<file path="src/rtl/eq_band_sequencer_pkg.sv">
// Shared widths, saturation constants and sequencer state encoding for the equalizer.
package eq_pkg;

    localparam int unsigned AUDIO_W = 16;
    localparam int unsigned POT_W   = 12;

    localparam logic [AUDIO_W-1:0] SAT_POS = 16'h7FFF;
    localparam logic [AUDIO_W-1:0] SAT_NEG = 16'h8000;

    typedef enum logic [1:0] {
        IDLE  = 2'd0,
        SCALE = 2'd1,
        DONE  = 2'd2
    } state_t;

endpackage : eq_pkg

</file>
<file path="src/rtl/eq_band_sequencer_band_scale.sv">
// Combinational band gain: squared pot reading (12-bit gain) times signed audio, Q10 result
// saturated to 16 bits.
module band_scale
    import eq_pkg::*;
(
    input  logic        [POT_W-1:0]   i_pot,
    input  logic signed [AUDIO_W-1:0] i_audio,
    output logic signed [AUDIO_W-1:0] o_scaled_c
);

    localparam int unsigned SQ_W    = 2 * POT_W;
    localparam int unsigned PROD_W  = POT_W + 1 + AUDIO_W;
    localparam int unsigned SHIFT   = 10;
    localparam int unsigned TOP_LSB = AUDIO_W + SHIFT - 1;

    logic        [SQ_W-1:0]             w_pot_sq;
    logic        [POT_W-1:0]            w_gain;
    logic signed [PROD_W-1:0]           w_prod;
    logic        [PROD_W-1:TOP_LSB]     w_top;
    logic                               w_ovf;

    assign w_pot_sq = SQ_W'(i_pot) * SQ_W'(i_pot);
    assign w_gain   = POT_W'(w_pot_sq >> POT_W);

    // Gain is unsigned, so a zero sign bit keeps it positive in the signed multiply.
    assign w_prod   = PROD_W'($signed({1'b0, w_gain})) * PROD_W'(i_audio);

    assign w_top    = w_prod[PROD_W-1:TOP_LSB];
    assign w_ovf    = ~((&w_top) | ~(|w_top));

    assign o_scaled_c = w_ovf ? (w_prod[PROD_W-1] ? SAT_NEG : SAT_POS)
                              : AUDIO_W'(w_prod >>> SHIFT);

endmodule : band_scale

</file>
<file path="src/rtl/eq_band_sequencer.sv">
// Time-multiplexed scale-and-sum for the equalizer: snapshots all bands on sample_vld, runs
// them through one shared band_scale, accumulates and presents one saturated 16-bit sample.
module eq_band_sequencer
    import eq_pkg::*;
#(
    parameter int unsigned NUM_BANDS = 5
) (
    input  logic                           clk,
    input  logic                           rst,
    input  logic                           sample_vld,
    input  logic [AUDIO_W*NUM_BANDS-1:0]   band_audio,
    input  logic [POT_W*NUM_BANDS-1:0]     pots,
    output logic [AUDIO_W-1:0]             eq_out,
    output logic                           eq_vld,
    output logic                           busy,
    output logic                           overrun
);

    localparam int unsigned ACC_W = AUDIO_W + $clog2(NUM_BANDS);
    localparam int unsigned IDX_W = $clog2(NUM_BANDS);

    localparam logic signed [ACC_W-1:0] ACC_MAX = ACC_W'(32'sd32767);
    localparam logic signed [ACC_W-1:0] ACC_MIN = ACC_W'(-32'sd32768);

    state_t                          r_state;
    state_t                          w_state_nxt;
    logic        [IDX_W-1:0]         r_band_idx;
    logic signed [ACC_W-1:0]         r_acc;
    logic [AUDIO_W*NUM_BANDS-1:0]    r_audio;
    logic [POT_W*NUM_BANDS-1:0]      r_pots;
    logic        [AUDIO_W-1:0]       r_eq_out;
    logic                            r_eq_vld;
    logic                            r_busy;
    logic                            r_overrun;

    logic signed [AUDIO_W-1:0]       w_audio_sel;
    logic        [POT_W-1:0]         w_pot_sel;
    logic signed [AUDIO_W-1:0]       w_scaled;
    logic                            w_last_band;
    logic        [AUDIO_W-1:0]       w_sat;

    assign w_audio_sel = r_audio[r_band_idx * AUDIO_W +: AUDIO_W];
    assign w_pot_sel   = r_pots[r_band_idx * POT_W +: POT_W];
    assign w_last_band = (r_band_idx == IDX_W'(NUM_BANDS - 1));

    band_scale u_band_scale (
        .i_pot      (w_pot_sel),
        .i_audio    (w_audio_sel),
        .o_scaled_c (w_scaled)
    );

    assign w_sat = (r_acc > ACC_MAX) ? SAT_POS :
                   (r_acc < ACC_MIN) ? SAT_NEG : r_acc[AUDIO_W-1:0];

    // State register
    always_ff @(posedge clk or posedge rst) begin
        if (rst) begin
            r_state <= IDLE;
        end else begin
            r_state <= w_state_nxt;
        end
    end

    // Next-state logic
    always_comb begin
        w_state_nxt = r_state;
        unique case (r_state)
            IDLE:    if (sample_vld) w_state_nxt = SCALE;
            SCALE:   if (w_last_band) w_state_nxt = DONE;
            DONE:    w_state_nxt = IDLE;
            default: w_state_nxt = IDLE;
        endcase
    end

    // Snapshot, accumulate and output datapath
    always_ff @(posedge clk or posedge rst) begin
        if (rst) begin
            r_band_idx <= '0;
            r_acc      <= '0;
            r_audio    <= '0;
            r_pots     <= '0;
            r_eq_out   <= '0;
            r_eq_vld   <= 1'b0;
            r_busy     <= 1'b0;
            r_overrun  <= 1'b0;
        end else begin
            r_eq_vld <= 1'b0;
            r_busy   <= (w_state_nxt != IDLE);
            if (sample_vld && (r_state != IDLE)) begin
                r_overrun <= 1'b1;
            end
            unique case (r_state)
                IDLE: begin
                    if (sample_vld) begin
                        r_audio    <= band_audio;
                        r_pots     <= pots;
                        r_acc      <= '0;
                        r_band_idx <= '0;
                    end
                end
                SCALE: begin
                    r_acc      <= r_acc + ACC_W'(w_scaled);
                    r_band_idx <= w_last_band ? '0 : r_band_idx + IDX_W'(1);
                end
                DONE: begin
                    r_eq_out <= w_sat;
                    r_eq_vld <= 1'b1;
                end
                default: ;
            endcase
        end
    end

    assign eq_out  = r_eq_out;
    assign eq_vld  = r_eq_vld;
    assign busy    = r_busy;
    assign overrun = r_overrun;

endmodule : eq_band_sequencer

</file>
<file path="config.mk">
export PLATFORM = sky130hd
export DESIGN_NAME = eq_band_sequencer
export DESIGN_NICKNAME = d
export VERILOG_FILES = /design/src/rtl/eq_band_sequencer_pkg.sv /design/src/rtl/eq_band_sequencer_band_scale.sv /design/src/rtl/eq_band_sequencer.sv
export SDC_FILE = /design/constraint.sdc
export NUM_CORES = 1
export LEC_CHECK = 0
export BUFFER_PORTS_ARGS = -buffer_cell sky130_fd_sc_hd__buf_2
export CELL_PAD_IN_SITES_DETAIL_PLACEMENT = 0
export CELL_PAD_IN_SITES_GLOBAL_PLACEMENT = 1
export CORE_ASPECT_RATIO = 0.8
export CORE_MARGIN = 1
export CORE_UTILIZATION = 54
export CTS_BUF_LIST = sky130_fd_sc_hd__clkbuf_8
export DETAILED_ROUTE_END_ITERATION = 7
export GPL_ROUTABILITY_DRIVEN = 0
export PLACE_DENSITY = 0.93
export SLEW_MARGIN = 20
export SYNTH_ARGS = -nofsm -noshare
export SYNTH_HDL_FRONTEND = slang
export SYNTH_SLANG_ARGS = --single-unit
</file>
<file path="constraint.sdc">
create_clock -name clk -period 25.7 [get_ports clk]
set_clock_uncertainty 0.1 [all_clocks]
set_input_delay 5.14 -clock clk [delete_from_list [all_inputs] [get_ports clk]]
set_output_delay 5.14 -clock clk [all_outputs]
set_load 0.01 [all_outputs]
</file>
After elaboration in Yosys (flattened, before gate mapping)
Index checks and enable logic that the tools add are counted.
Widths: inputs -> output; s select.
{"block": "word_totals", "regBits": 183, "latchBits": 0, "mem_bits_rw": 0, "rom_bits": 0, "input_bits": 143, "output_inout_bits": 19, "elab_cells": 46, "memories": 0}
{"block": "op_classes", "add_sub_neg": 2, "multipliers": 3, "div_mod_pow": 0, "magnitude_cmp": 2, "eq_ne": 4, "n_shift": 2, "muxes": 13, "n_bitwise": 2, "reduce_logical": 9}
{"cell": "$shiftx 80x8->16", "count": 1}
{"cell": "$mux 16", "count": 4}
{"cell": "$shiftx 60x8->12", "count": 1}
{"cell": "$pmux 19 s2", "count": 1}
{"cell": "$mul 13x16->29", "count": 1}
{"cell": "$mul 12x12->24", "count": 1}
{"cell": "$add 19x16->19", "count": 1}
{"cell": "$gt 19x16->1 const B", "count": 1}
{"cell": "$lt 19x16->1 const B", "count": 1}
{"cell": "$mux 19", "count": 1}
{"cell": "$mux 3", "count": 2}
{"cell": "$pmux 3 s2", "count": 1}
{"cell": "$reduce_bool 2->1", "count": 3}
{"cell": "$mul 3x2->5 const B", "count": 1}
{"cell": "$mux 2", "count": 2}
{"cell": "$pmux 2 s2", "count": 1}
{"cell": "$reduce_and 2->1", "count": 2}
{"cell": "$reduce_and 4->1", "count": 1}
{"cell": "$reduce_or 4->1", "count": 1}
{"cell": "$add 3x1->3 const B", "count": 1}
{"cell": "$eq 3x3->1 const B", "count": 1}
{"cell": "$eq 2x1->1 const B", "count": 1}
{"cell": "$eq 2x2->1 const B", "count": 1}
{"cell": "$logic_not 2->1", "count": 1}
{"cell": "other kinds (5)", "count": 5}

Depth between registers and ports, before layout
{"block": "depth", "word_depth": 10, "depth_mapped": 72, "mapped_depth_nobuf": 64}

Cells and area by module
Synthesis repeated with hierarchy kept, for this count alone.
{"block": "unflattened", "cells_unflattened": 2033, "area_unflattened_um2": 19909.1}
{"module": "band_scale", "n_inst": 1, "cells_each": 1290, "area_each_um2": 11157.0, "seq_area_each_um2": 0.0}
{"module": "eq_band_sequencer", "n_inst": 1, "cells_each": 743, "area_each_um2": 8752.1, "seq_area_each_um2": 4579.4}

Worst setup path before layout
No wires, ideal clock.
{"block": "synth_path", "path_type": "register to register", "startpoint": "reg r_band_idx[2]", "endpoint": "reg r_acc[18]", "setup_ns": 0.128, "t_arrival_ns": 15.353, "t_required_ns": 25.472, "path_slack_ns": 10.119, "path_stages_with_launch": 66, "period_less_slack_ns": 15.581, "cell_sequence": "dfrtp_1 buf_6 buf_2 buf_1 buf_1 o22a_1 o22a_1 clkbuf_1 inv_1 nand2_1 inv_1 fa_1 inv_1 fa_1 fa_1 inv_1 fa_1 inv_1 [30 not listed] a311oi_1 buf_4 a21oi_2 ha_1 inv_1 fa_1 nor2b_1 o31a_1 o211ai_1 nand2_1 nand4_1 a21boi_0 o31a_1 o41a_1 a31oi_1 xnor2_1 a21oi_1 o22ai_1"}
{"block": "synth_between", "elab_chain_cells": 10, "elab_cells_between_ends": 13, "cone_classes": "add/sub (1); mul (3); shift (2); mux (3); bitwise (2); reduce/logical (2)"}
{"item": "start, declared", "line_no": "eq_band_sequencer.sv:27", "text": "logic [IDX_W-1:0] r_band_idx;"}
{"item": "start signal, assigned", "line_no": "eq_band_sequencer.sv:103", "text": "r_band_idx <= w_last_band ? '0 : r_band_idx + IDX_W'(1);"}
{"item": "$mul 3x2->5", "line_no": "eq_band_sequencer.sv:43", "text": "assign w_pot_sel = r_pots[r_band_idx * POT_W +: POT_W];"}
{"item": "$shiftx 60x8->12", "line_no": "eq_band_sequencer.sv:43"}
{"item": "$mul 12x12->24", "line_no": "eq_band_sequencer_band_scale.sv:22", "text": "assign w_pot_sq = SQ_W'(i_pot) * SQ_W'(i_pot);"}
{"item": "$mul 13x16->29 *", "line_no": "eq_band_sequencer_band_scale.sv:26", "text": "assign w_prod = PROD_W'($signed({1'b0, w_gain})) * PROD_W'(i_audio);"}
{"item": "$reduce_or 4->1", "line_no": "eq_band_sequencer_band_scale.sv:29", "text": "assign w_ovf = ~((&w_top) | ~(|w_top));"}
{"item": "$not 1->1", "line_no": "eq_band_sequencer_band_scale.sv:29"}
{"item": "$or 1x1->1", "line_no": "eq_band_sequencer_band_scale.sv:29"}
{"item": "$mux 16 *", "line_no": "eq_band_sequencer_band_scale.sv:31", "text": "assign o_scaled_c = w_ovf ? (w_prod[PROD_W-1] ? SAT_NEG : SAT_POS)"}
{"item": "$add 19x16->19 *", "line_no": "eq_band_sequencer.sv:102", "text": "r_acc <= r_acc + ACC_W'(w_scaled);"}
{"item": "$pmux 19 s2 *", "line_no": "eq_band_sequencer.sv:92", "text": "unique case (r_state)"}
{"item": "end signal, assigned", "line_no": "eq_band_sequencer.sv:102"}
{"item": "end, declared", "line_no": "eq_band_sequencer.sv:28", "text": "logic signed [ACC_W-1:0] r_acc;"}
Every way passes the cells marked *; elsewhere a longest branch is shown, timed or not.
A chain may end at the register's enable or synchronous reset.

Worst setup path after layout
Ends and elaborated chain as after synthesis.

==> impl_metrics.py <==
metrics = {
    "grt": {
        "grt_pass1_vias": 15500,
        "gr-usage-met2_pct": 45.1,
        "grt.met3_usage_pct": 7.13,
        "grt_max_degree": 108,
        "use_met1_pct": 37.6,
        "busiest_layer": "met2",
        "grt_pass1_wl_mm": 82.1,
        "track_usage_pct": 28.0,
        "antenna_found_initial": 7,
        "overflow": 0,
    },
    "yosys": {
        "syn_nets": 2534,
        "synth_ff_type": "dfrtp_1",
        "synth_area_per_cell_um2": 9.82,
        "synthCells": 1998,
        "synthTopCellsByCount": "inv_1, fa_1, nand2_1",
        "syn_area_um2": 19600,
        "synth_top_area_cell": "fa_1",
        "ys_warn_count": 0,
        "ys_top_cells_by_area": "fa_1, dfrtp_1, ha_1",
        "ys_ff_latch": 183,
        "synthArstFlopShare_pct": 100,
        "seq_area_frac_synth_pct": 23.3,
        "synth_edf_count": 0,
        "synth.most_common_cell": "inv_1",
        "yosysTopAreaCellShare_pct": 26.0,
        "synth_cell_types": 74,
    },
    "floorplan": {
        "dieArea_um2": 37100,
        "coreArea_um2": 35800,
        "pin_count": 162,
        "row_count": 62,
        "die_y_um": 173,
        "die_w_um": 215,
        "start_util_pct": 54.8,
    },
    "cts": {
        "post_cts_buffers": 0,
        "clock_latency_ps": 500,
        "ctsHoldBuffers": 0,
        "htree_levels": 4,
        "cts_tree": "done",
        "clk_pin_slew_ps": 110,
        "root_buffer": "clkbuf_8",
        "cts_made_buffers": 17,
        "clockBufferDepth": 2,
        "cts_resized": 0,
        "clock_sinks": 183,
    },
    "timing": {
        "slew_headroom_pct": 22.2,
        "slew_viol_final": 0,
        "fmax_mhz": 58.8,
        "fin_crit_sh_pct": 66.2,
        "fin_crit_ps": 17010,
        "tns_ps": 0,
        "worst_pin_slew_ps": 1170,
        "hold_viol_final": 0,
        "finalSetupViolCount": 0,
        "rsz0062_at_grt": "false",
    },
    "placed_design": {
        "portBuffers": 161,
        "hpwl_mm": 39.8,
        "post-place-cells": 2588,
    },
    "final_layout": {
        "drive_gt1_share_pct": 18.5,
        "syn2layout_area_growth_pct": 8.67,
        "finalNonFillerCells": 2625,
        "nets": 2663,
    },
    "worst_hold_path": {
        "hp-class": "flop to flop",
        "hold_path_depth": 2,
        "hold_path_end": "eq_out[8]",
        "hold_start": "eq_out[8]",
    },
    "setup_path": {
        "worstSetupPathType": "flop to flop",
        "critPathCaptureType": "flop",
        "r2r_start": "r_band_idx[2]",
        "required_ps": 26030,
        "critPathArrivalTime_ps": 17340,
        "rrSetupSlack_ps": 8690,
        "slowest_delay_ps": 910,
        "startpoint_type": "flop",
        "r2r_cells": 57,
        "worstPathMaxFanout": 46,
        "reg2reg_to": "r_acc[18]",
        "crit_path_frequent_cell": "fa_1",
        "slowest_stage": "a21oi_1",
    },
    "detailed_routing": {
        "ant_nets": 0,
        "vias_per_cell": 5.47,
        "firstDrtPassIters": 4,
        "drt_iter0_drc": 1074,
        "drc": 0,
        "route.detailed.wl_per_inst_um": 18.6,
        "vias": 14400,
        "wirelength_mm": 48.9,
    },
    "run": {
        "cap_viol_max_count": 0,
    },
    "outcome": {
        "status": "complete, no violations",
    },
}
worst max path at each step:
| stage | endpoint | start | slack, ps | cells past startpoint |
|---|---|---|---|---|
| floorplan | r_acc[18] | r_band_idx[2] | 10120 | 65 |
| finish | r_acc[18] | r_band_idx[2] | 8690 | 57 |
| global route | r_acc[17] | r_band_idx[2] | 7590 | 55 |
| global placement | r_acc[18] | r_band_idx[0] | 8960 | 58 |
| detailed placement | r_acc[18] | r_band_idx[2] | 8560 | 57 |
| CTS | r_acc[18] | r_band_idx[2] | 8510 | 57 |
logic make-up after synthesis:
| group | after synthesis | share of synthesized area, % |
|---|---|---|
| flip-flops | 183 | 23.3 |
| XOR/XNOR | 56 | 2.54 |
| AO/OA/AOI/OAI | 254 | 8.86 |
| buffers and inverters | 444 | 8.69 |
| adder cells (fa/ha/maj) | 393 | 34.8 |
| multiplexers | 201 | 11.2 |
| AND/OR/NAND/NOR | 467 | 10.6 |
stage by stage:
step | cell area (um^2) | utilization [%] | worst slack, ps | hold slack [ps]
after global placement | 20900 | 58.4 | 8960 | 348
after detailed placement | 20900 | 58.4 | 8560 | 348
after global routing | 21300 | 59.5 | 7590 | 385
after CTS | 21300 | 59.4 | 8510 | 378
after floorplan | 19600 | - | 10120 | 373
final | 21300 | 59.5 | 8690 | 374
final cells by class:
cell class                 count  area, um^2
sequential                   183        4580
clock buffer                  19         262
timing repair buffer         186         997
fill                        3019       14500
clock inverter                13         106
antenna                        5        12.5
multi-input combinational   1371       13400
inverter                     368        1390
tap                          480         601
layer usage:
layer / vias to the layer above / wire, um
li1: 6633 / -
met1: 7203 / 21100
met2: 440 / 23200
met3: 75 / 3380
met4: 4 / 1190
met5: - / 34
flip-flops by register name, summed over array words and instances, names as in the netlist:
register    cells
r_state         2
eq_out         16
eq_vld          1
r_band_idx      3
r_pots         60
r_audio        80
busy            1
r_acc          19
overrun         1
cell usage in the layout (no fill, tap or decap), types with 51 or more instances in the layout:
| master | n |
|---|---|
| inv_1 | 365 |
| fa_1 | 255 |
| nand2_1 | 217 |
| dfrtp_1 | 181 |
| buf_2 | 161 |
| mux2_2 | 141 |
| ha_1 | 138 |
| nor2_1 | 118 |
| mux2i_1 | 59 |
| a21oi_1 | 54 |
| o21ai_0 | 51 |
worst max-delay path, delay by kind of cell (launching register included):
kind                     cells  cell delay, ps
AO/OA/AOI/OAI               17            4670
XOR/XNOR                     2             300
adder cells (fa/ha/maj)     14            5980
buffers and inverters        9             990
flip-flops                   1             350
AND/OR/NAND/NOR             15            4500
Power is left out: the tool's default activity adds up to more than one toggle a clock period on the data nets, which glitch-free logic cannot reach.
